`config.mk`:
```
export PLATFORM = sky130hd
export DESIGN_NAME = stream_arb2
export DESIGN_NICKNAME = d
export VERILOG_FILES = /design/src/rtl/stream_arb2.sv
export SDC_FILE = /design/constraint.sdc
export NUM_CORES = 1
export LEC_CHECK = 0
export CAP_MARGIN = 10
export CORE_AREA = 2 2 616 618
export CTS_BUF_LIST = sky130_fd_sc_hd__clkbuf_4
export DETAILED_ROUTE_END_ITERATION = 8
export DIE_AREA = 0 0 618 620
export HOLD_SLACK_MARGIN = 0.03
export PLACE_DENSITY = 0.3
export SLEW_MARGIN = 10
export SYNTH_ARGS = -nofsm -noshare
export SYNTH_HDL_FRONTEND = slang
export SYNTH_SLANG_ARGS = --single-unit
```
`constraint.sdc`:
```
create_clock -name clk -period 3.65 [get_ports clk]
set_clock_uncertainty 0.05 [all_clocks]
set_input_delay 0.5475 -clock clk [delete_from_list [all_inputs] [get_ports clk]]
set_output_delay 0.5475 -clock clk [all_outputs]
set_load 0.02 [all_outputs]
```
`src/rtl/stream_arb2.sv`:
```
// Two-source AXI-Stream packet arbiter with a zero-latency datapath and round-robin tie break.
// Optional stall watchdog enabled by defining STALL_WATCHDOG_EN.
module stream_arb2 #(
  parameter int DW      = 512,
  parameter int FREQ_HZ = 332265625
) (
  input  logic          clk,
  input  logic          reset,
  input  logic [DW-1:0] s0_tdata,
  input  logic          s0_tlast,
  input  logic          s0_tvalid,
  output logic          s0_tready,
  input  logic [DW-1:0] s1_tdata,
  input  logic          s1_tlast,
  input  logic          s1_tvalid,
  output logic          s1_tready,
  output logic [DW-1:0] m_tdata,
  output logic          m_tlast,
  output logic          m_tvalid,
  input  logic          m_tready,
  output logic [1:0]    grant,
  output logic [15:0]   abort_count
);

  // State encoding doubles as the one-hot grant vector.
  typedef enum logic [1:0] {
    IDLE   = 2'b00,
    GRANT0 = 2'b01,
    GRANT1 = 2'b10
  } state_t;

  state_t r_state;
  state_t w_next;
  state_t w_state_d;
  logic   r_last_grant;
  logic   w_own_valid;
  logic   w_own_last;
  logic   w_hs;
  logic   w_abort;

  assign grant = r_state;
  assign w_hs  = w_own_valid & m_tready;

  // Steer the granted source onto the merged stream; nothing passes while idle.
  always_comb begin
    m_tdata     = '0;
    m_tlast     = 1'b0;
    m_tvalid    = 1'b0;
    s0_tready   = 1'b0;
    s1_tready   = 1'b0;
    w_own_valid = 1'b0;
    w_own_last  = 1'b0;
    case (r_state)
      GRANT0: begin
        m_tdata     = s0_tdata;
        m_tlast     = s0_tlast;
        m_tvalid    = s0_tvalid;
        s0_tready   = m_tready;
        w_own_valid = s0_tvalid;
        w_own_last  = s0_tlast;
      end
      GRANT1: begin
        m_tdata     = s1_tdata;
        m_tlast     = s1_tlast;
        m_tvalid    = s1_tvalid;
        s1_tready   = m_tready;
        w_own_valid = s1_tvalid;
        w_own_last  = s1_tlast;
      end
      default: begin
        m_tdata = '0;
      end
    endcase
  end

  // Arbitration: grant is only released or handed over on a tlast handshake.
  always_comb begin
    w_next = r_state;
    case (r_state)
      IDLE: begin
        if (s0_tvalid && s1_tvalid) begin
          w_next = r_last_grant ? GRANT0 : GRANT1;
        end else if (s0_tvalid) begin
          w_next = GRANT0;
        end else if (s1_tvalid) begin
          w_next = GRANT1;
        end else begin
          w_next = IDLE;
        end
      end
      GRANT0: begin
        if (w_hs && w_own_last) begin
          if (s1_tvalid) begin
            w_next = GRANT1;
          end else if (s0_tvalid) begin
            w_next = GRANT0;
          end else begin
            w_next = IDLE;
          end
        end else begin
          w_next = GRANT0;
        end
      end
      GRANT1: begin
        if (w_hs && w_own_last) begin
          if (s0_tvalid) begin
            w_next = GRANT0;
          end else if (s1_tvalid) begin
            w_next = GRANT1;
          end else begin
            w_next = IDLE;
          end
        end else begin
          w_next = GRANT1;
        end
      end
      default: begin
        w_next = IDLE;
      end
    endcase
  end

  // A watchdog abort overrides the arbitration decision.
  always_comb begin
    if (w_abort) begin
      w_state_d = IDLE;
    end else begin
      w_state_d = w_next;
    end
  end

  // Arbiter state and round-robin memory.
  always_ff @(posedge clk) begin
    if (reset) begin
      r_state      <= IDLE;
      r_last_grant <= 1'b1;
    end else begin
      r_state <= w_state_d;
      if (w_state_d == GRANT0) begin
        r_last_grant <= 1'b0;
      end else if (w_state_d == GRANT1) begin
        r_last_grant <= 1'b1;
      end else begin
        r_last_grant <= r_last_grant;
      end
    end
  end

`ifdef STALL_WATCHDOG_EN
  localparam logic [31:0] TIMEOUT = 32'(FREQ_HZ);

  logic [31:0] r_timer;
  logic [15:0] r_abort_count;

  assign w_abort     = (r_state != IDLE) && (r_timer == 32'd0);
  assign abort_count = r_abort_count;

  // Stall timer: only an absent tvalid counts, backpressure never does.
  always_ff @(posedge clk) begin
    if (reset) begin
      r_timer <= TIMEOUT;
    end else if ((w_state_d != IDLE) && ((w_state_d != r_state) || w_hs)) begin
      r_timer <= TIMEOUT;
    end else if ((r_state != IDLE) && !w_own_valid && (r_timer != 32'd0)) begin
      r_timer <= r_timer - 32'd1;
    end else begin
      r_timer <= r_timer;
    end
  end

  // Saturating abort counter.
  always_ff @(posedge clk) begin
    if (reset) begin
      r_abort_count <= 16'd0;
    end else if (w_abort && (r_abort_count != 16'hFFFF)) begin
      r_abort_count <= r_abort_count + 16'd1;
    end else begin
      r_abort_count <= r_abort_count;
    end
  end
`else
  assign w_abort     = 1'b0;
  assign abort_count = 16'd0;
`endif

endmodule

```
==> flow_summary_export.csv, run 1 <==
group,metric,value,unit
cells_and_area,final_cell_mix,"clkdlybuf4s50_1, a22oi_1, nor2b_1",
sta,rsz0062_at_grt,"no",
cts,cts_buffer_depth,2,
sta,post-route-period-util,94.7,%
routing,drt-total-wl,338000,um
place,dp_hpwl,322000,um
cts,clk_pin_slew,0.04,ns
min_path,whs_path_depth,2,
setup_path,crit_type,"reg2out",
setup_path,cp_top_family,"buffers and inverters",
cts,postCtsSetupRepairBufs,0,
cts,insertion_delay,0.24,ns
place,io_buffers,1548,
cts,cts_num_sinks,3,
sta,finalSetupTns,0,ns
synth,synthTopCellsByArea,"a22oi_1, nor2b_1, clkbuf_1",
synth,synth-adder-area-share,0.761,%
floorplanning,rows,226,
sta,slew_violations,0,
setup_path,cp.depth,7,
cells_and_area,final_common_cell,"clkdlybuf4s50_1",
sta,fmax,289,MHz
routing,wl_per_cell,43.3,um
job,cap_viol_max_count,0,
power,power,12.4,mW
setup_path,arrival,2.86,ns
cells_and_area,drive_gt1_share,11.5,%
synth,synth-seq-cells,3,
floorplanning,die_w,618,um
global_route,grt_pass1_vias,17800,
synth,synth-seq-area-share,0.731,%
sta,hold_violations,0,
synth,synth_xor_area_share,0,%
routing,drc_errors,0,
synth,yosys_warnings,0,
floorplanning,die_height,620,um
routing,dr.pass1.iters,5,
synth,synthDistinctLibCells,26,
setup_path,path_buf_inv,4,
setup_path,slowest_delay,0.67,ns
sta,fin_crit,3.46,ns
cts,ctsHoldBuffers,0,
place,gp_congestion,1.12,
routing,via_per_inst,2.51,
floorplanning,initial_core_util,2.18,%
synth,synth_simple_gate_area_share,39.9,%
routing,drt.antenna.violating_nets,0,
global_route,grt_util_met2,29.0,%
cells_and_area,syn2layout_area_growth,290,%
global_route,met3_usage,12.6,%
global_route,met1_usage,15.6,%
floorplanning,ioPinCount,1565,
global_route,antenna_found_initial,561,
synth,syn_area_per_cell,6.57,sq um
synth,syn_inst,1251,
global_route,grt_max_degree,93,
floorplanning,core_area,377000,sq um
cells_and_area,layout.nets,3719,
sta,slew_headroom,50.1,%
sta,setup_viol,0,
routing,route.vias.total,19600,
synth,synthMuxAreaShare,0.122,%
power,ir_drop,249,uV
cts,cts-root-buf,"clkbuf_4",
power,p_leak,8.98,nW
outcome,status,"complete, no violations",
synth,syn-cell-area,8220,sq um
global_route,grtUsageTotal,16.8,%
setup_path,worst-path-max-fanout,45,
power,powerDensity,387,nW/um^2
sta,worst_pin_slew,0.748,ns
cts,ctsResizeCount,0,
setup_path,reg2reg_depth,9,
synth,yosysTopAreaCell,"a22oi_1",
setup_path,endpoint_kind,"primary output",
global_route,top_usage_layer,"met2",
setup_path,critPathRequiredTime,3.05,ns
floorplanning,die_area,383000,sq um
cts,tritoncts,"yes",
cts,numCtsBuffers,3,
min_path,hold_path_class,"reg2reg",
cts,cts-htree-levels,1,
global_route,gr-total-overflow,0,
synth,synth_compound_area_share,47.9,%
routing,drtIter0Drc,1389,
setup_path,worstSetupStartpointType,"register",
setup_path,cp_cell_sequence,"inv_1, ha_4, buf_12, buf_4, a22oi_1, nor2b_1, clkdlybuf4s50_1",
global_route,grt_pass1_wl,374000,um
synth,synth_top_family_by_area,"compound AO/OA/AOI/OAI gates",
setup_path,slowest_stage,"clkdlybuf4s50_1",
synth,yosysTopAreaCellShare,47.0,%
through the flow:
step                      area [sq um]  hold WS, ns  utilization [%]  worst slack [ns]  instances
after global placement           31700        0.467             8.41             0.432       7693
after floorplan                   8270        0.420                -              1.18       1266
after global routing             31900        0.498             8.46            0.0494       7752
after detailed placement         31700        0.456             8.41             0.392       7693
after CTS                        31700        0.464             8.42             0.123       7697
final                            32100        0.475             8.50             0.195       7821
logic make-up (layout without fill, tap and decap cells):
| kind of cell | count (synthesis) | in the layout |
|---|---|---|
| AND/OR/NAND/NOR | 525 | 525 |
| buffers and inverters | 192 | 1608 |
| other | 1 | 139 |
| multiplexers | 1 | 1 |
| AO/OA/AOI/OAI | 524 | 524 |
| flip-flops | 3 | 3 |
| adder cells (fa/ha/maj) | 5 | 5 |
worst paths after layout:
check	end	slack [ns]	start
hold reg to reg	r_last_grant	0.48	r_last_grant
setup reg to reg	r_last_grant	0.58	grant[0]
setup / recovery	m_tdata[451]	0.19	grant[1]
hold / removal	r_last_grant	0.48	r_last_grant
worst reg2reg max path, delay by kind of cell, from the launching register on:
kind,cells,cell delay (ns)
AOI/OAI and AO/OA,2,0.47
adders and majority gates,2,0.75
buffers and inverters,2,0.63
DFF,1,0.37
muxes,1,0.19
and+or+nand+nor,2,0.50
synth_stat cells:
library cell  count
a22oi_1         514
nor2b_1         514
clkbuf_1         96
buf_2            61
buf_4            17
buf_1            14
ha_1              5
dfxtp_1           3
inv_1             3
nand3_1           3
a21oi_1           2
and2_1            2
nand2_1           2
nand2b_1          2
o31ai_1           2
a211oi_1          1
a311oi_1          1
a31o_2            1
a41o_1            1
and3_1            1
buf_6             1
conb_1            1
mux2i_1           1
o21ai_0           1
o221a_2           1
or3_1             1
per-layer routing:
| layer | share of wire [%] | wire length [um] |
|---|---|---|
| met5 | 0.74 | 2510 |
| met4 | 4.1 | 13900 |
| met3 | 16 | 55600 |
| met2 | 47 | 160000 |
| met1 | 31 | 106000 |
layout make-up:
cell class / count / area [sq um]
timing repair buffer: 1601 / 18000
clock buffer: 4 / 30.0
multi-input combinational: 1071 / 7380
fill: 44100 / 345000
sequential: 3 / 60.1
antenna: 123 / 308
tap: 5016 / 6280
inverter: 3 / 11.3
power breakdown:
group / switching (mW) / internal (mW) / total, mW
registers: 0.0130 / 0.0425 / 0.0555
clock network: 0.0203 / 0.0486 / 0.0688
logic: 6.86 / 5.45 / 12.3
total: 6.89 / 5.54 / 12.4
state kept, by name, summed over array words and instances, names as in the netlist:
name	cells
r_last_grant	1
grant	2
Power figures use the tool's default switching activity.
==> run 2, diff against run 1 <==
ABC_AREA = 0   (was not set)
==> results of run 2 <==
No change in the layout: final DEF, timing and power equal those of run 1.
==> run 3, diff against run 2 <==
CTS_BUF_LIST = not set   (was sky130_fd_sc_hd__clkbuf_4)
==> run 3 against run 2 <==
Die area did not move. Register-to-register slack got worse by 0.08 ns. Total power rose by 0.66%. Flip-flop and latch count did not move. First-iteration DRC count rose by 7.8%. Hold slack got worse by 0.016 ns. Fmax fell by 0.69%. Design area barely moved. Routed wire length barely moved. Sequential share of layout area barely moved. Critical path type unchanged. Critical endpoint is now m_tdata[145]. Highest routed layer unchanged.
==> flow_summary_export.csv, run 3 (synthesis gave the netlist of run 1 again) <==
group,metric,value,unit
floorplanning,rows,226,
sta,finalSetupTns,0,ns
cts,ctsHoldBuffers,0,
setup_path,crit_type,"reg2out",
routing,drt.antenna.violating_nets,0,
routing,dr.pass1.iters,5,
place,pre_cts_ws,0.392,ns
cells_and_area,n_fill_cell,44100,
setup_path,arrival,2.88,ns
setup_path,endpoint_kind,"primary output",
setup_path,worstSetupStartpointType,"register",
sta,worst_pin_slew,0.724,ns
power,p_leak,8.99,nW
global_route,grt_pass1_vias,17800,
cts,tritoncts,"yes",
cts,cts_buffer_depth,2,
cells_and_area,final_cell_mix,"clkdlybuf4s50_1, a22oi_1, nor2b_1",
routing,drtIter0Drc,1498,
setup_path,worstSetupStartpoint,"grant[0]",
job,cap_viol_max_count,0,
cts,cts_num_sinks,3,
place,dp_hpwl,322000,um
global_route,grt_pass1_wl,374000,um
cells_and_area,layout.nets,3718,
place,io_buffers,1548,
sta,slew_violations,0,
cts,numCtsBuffers,3,
routing,route.vias.total,19700,
sta,fin_crit,3.48,ns
floorplanning,die_area,383000,sq um
power,powerDensity,390,nW/um^2
cts,insertion_delay,0.23,ns
cts,cts-root-buf,"clkbuf_16",
min_path,whs_path_depth,2,
global_route,gr-total-overflow,0,
min_path,hold_path_class,"reg2reg",
global_route,grtUsageTotal,16.8,%
routing,via_per_inst,2.52,
setup_path,setup.worst_path.end,"m_tdata[145]",
sta,hold_violations,0,
floorplanning,die_height,620,um
setup_path,r2r-start,"grant[0]",
sta,post-route-period-util,95.3,%
cells_and_area,final_common_cell,"clkdlybuf4s50_1",
routing,drc_errors,0,
cts,ctsResizeCount,0,
floorplanning,initial_core_util,2.18,%
cells_and_area,syn2layout_area_growth,291,%
setup_path,worst-path-max-fanout,52,
cells_and_area,drive_gt1_share,11.4,%
setup_path,r2r_setup_slack,0.50,ns
cells_and_area,largest_register_ffs,2,
floorplanning,ioPinCount,1565,
outcome,status,"complete, no violations",
routing,wl_per_cell,43.2,um
global_route,grt_max_degree,93,
sta,fmax,287,MHz
cts,postCtsSetupRepairBufs,0,
floorplanning,core_area,377000,sq um
cts,clk_pin_slew,0.03,ns
sta,setup_viol,0,
setup_path,reg2reg_depth,9,
place,gp_congestion,1.12,
sta,setup_ws,0.170,ns
sta,rsz0062_at_grt,"no",
setup_path,regToRegEndpoint,"r_last_grant",
setup_path,critPathRequiredTime,3.05,ns
floorplanning,die_w,618,um
global_route,antenna_found_initial,560,
routing,drt-total-wl,338000,um
cts,cts-htree-levels,1,
sta,slew_headroom,51.7,%
power,ir_drop,249,uV
-- run 3: cell types whose count changed in the layout (fill, tap and decap cells not counted) --
cell | previous run | this run
clkbuf_16 | 1 | 3
diode_2 | 123 | 120
clkbuf_1 | 0 | 1
clkbuf_4 | 4 | 0
-- run 3: critical path: stages, from the launching register on --
cell and delay (ns):
dfxtp_1 0.36, inv_1 0.19, ha_4 0.53, buf_12 0.25, buf_12 0.26, a22oi_1 0.16
nor2b_1 0.15, clkdlybuf4s50_1 0.64
-- run 3: cell type report --
cell class	instances	area (sq um)	area share (%)
timing repair buffer	1600	18000	56.0
multi-input combinational	1071	7380	23.0
tap	5016	6280	19.6
antenna	120	300	0.936
clock buffer	4	78.8	0.246
sequential	3	60.1	0.187
inverter	3	11.3	0.0351
-- run 3: worst min path at each step --
stage | startpoint | end | slack [ns]
final | r_last_grant | r_last_grant | 0.46
after global routing | r_last_grant | r_last_grant | 0.50
after CTS | r_last_grant | r_last_grant | 0.46
after detailed placement | r_last_grant | r_last_grant | 0.46
after global placement | r_last_grant | r_last_grant | 0.47
after floorplan | r_last_grant | r_last_grant | 0.42
-- run 3: stage by stage --
stage	utilization [%]	hold WS [ns]	power, mW	std cells	area [sq um]
CTS	8.43	0.462	12.8	7697	31800
floorplan	-	0.420	4.89	1266	8270
detailed placement	8.41	0.456	12.6	7693	31700
global placement	8.41	0.467	12.6	7693	31700
global route	8.46	0.495	13.0	7749	31900
finish	8.51	0.459	12.5	7817	32100
-- run 3: power by group --
| part | total [mW] | switching (mW) | internal (mW) | leakage (nW) |
|---|---|---|---|---|
| Combinational | 12.3 | 6.84 | 5.44 | 8.93 |
| Sequential | 0.0559 | 0.0133 | 0.0426 | 0.0249 |
| Clock | 0.177 | 0.0324 | 0.144 | 0.0389 |
-- run 3: metal layers --
| layer | track usage [%] | vias to the layer above | share of wire [%] |
|---|---|---|---|
| li1 | - | 7635 | - |
| met2 | 29.0 | 1836 | 47 |
| met3 | 12.6 | 898 | 16 |
| met1 | 15.6 | 8959 | 32 |
| met4 | 4.49 | 370 | 3.9 |
| met5 | 0 | - | 0.74 |
==> RTL change, RTL diff (config.mk and constraints of run 3) <==
The option `STALL_WATCHDOG_EN` is turned on by a define.
--- a/src/rtl/stream_arb2.sv
+++ b/src/rtl/stream_arb2.sv
@@ -2,2 +2,4 @@
 // Optional stall watchdog enabled by defining STALL_WATCHDOG_EN.
+`define STALL_WATCHDOG_EN
+
 module stream_arb2 #(
Function: no difference found for any inputs over 4 cycles, from zero or initial values and one cycle with reset high; that may be too few to reach the edited logic, so the function may still have changed.
==> RTL change against run 3 <==
- synthesized cell count grew 20%
- power rose by 21%
- routed wire length shrank 7.2%
- worst setup slack worse by 0.13 ns
- synthesized area up 27%
- sequential cell count is 48 higher
- final area is 12% higher
- largest cell class unchanged
- largest power group unchanged
- highest routed layer unchanged
==> RTL change: results (changes against run 3) <==
Power and ir drop
  • Clock network power: 540 uW (+210%)
  • Net Sw Power: 8.160 mW (+19%)
  • Clk pwr share: 0.036 (+0.022)
  • LEAKAGE: 10.62 nW (+18%)

Finish
  • Fill cell count: 43800 (-0.61%)
  • Fraction of layout cells with a size suffix above 1: 0.1778 (+0.06363)
  • Sequential fraction of total cell area: 0.02838 (+0.02651)
  • NumNets Final: 4070 (+9.5%)
  • #MultiIn Comb: 1252 (+17%)
  • Clkbuf count: 6 (+2)
  • Non-Clock Buffer Count: 1713 (+7.1%)
  • Clock-cell share: 0.004313 (+0.001857)

Worst setup path
  • Reg2Reg Depth: 10 (+1)
  • Family with the most delay on the worst path: compound AO/OA/AOI/OAI gates
  • Endpoint of the lowest-slack register-to-register path: r_timer[19]$_SDFFE_PP1P_
  • R2R setup slack: 0.37 ns (-0.13 ns)

Placement
  • Port Buffers: 1564 (+1.0%)
  • Setup WS pre-CTS: 0.3533 ns (-0.03909 ns)

Synthesis
  • Synth unique cells: 48 (+85%)
  • Post-synthesis sequential area ratio: 0.09807 (+0.09075)

Status
  • Outcome: finished, final reports clean

Drt
  • Drt initial violations: 1543 (+3.0%)
  • Routed wire length: 313.8 mm (-7.2%)
  • TritonRoute pass-1 iters: 7 (+2)

Clock tree
  • Clock sinks: 51 (+48)
  • H-tree depth: 2 (+1)
  • CTS buffer count: 5 (+2)
  • CTS clk-pin slew, worst paths: 0.08 ns (+0.05 ns)

GRT
  • Vias in the first global route: 19950 (+12%)
  • Initial antenna violation count: 383 (-32%)
  • First-pass GRT wire length: 357.9 mm (-4.4%)

Timing
  • Fin crit share: 0.9880 (+0.03470)

Min path
  • Worst Hold Launch: abort_count[8]$_SDFFE_PP0P_
[RTL change: per-layer routing]
metal	vias up	global-route usage	part of all wire
met5	-	0	0.0036
met4	166	0.02006	0.021
met2	1467	0.2889	0.51
met3	589	0.06326	0.094
li1	8647	-	-
met1	9973	0.1712	0.37
[RTL change: kinds of logic after synthesis]
logic type / count (synthesis) / synth area share
muxes: 1 / 0.0009615
buffers and inverters: 192 / 0.07151
and+or+nand+nor: 666 / 0.3974
AOI/OAI and AO/OA: 535 / 0.3853
xor gates and xnor gates: 42 / 0.03713
DFF: 51 / 0.09807
adders and majority gates: 8 / 0.009615
[RTL change: stage by stage]
stage          utilization  cells  hold slack, ns
4_1_cts            0.09483   8042          0.4664
3_3_place_gp       0.09442   8034          0.4415
5_1_grt            0.09511   8067          0.5029
3_5_place_dp       0.09442   8034          0.4511
6_report           0.09536   8106          0.4628
2_1_floorplan            -   1495          0.4089
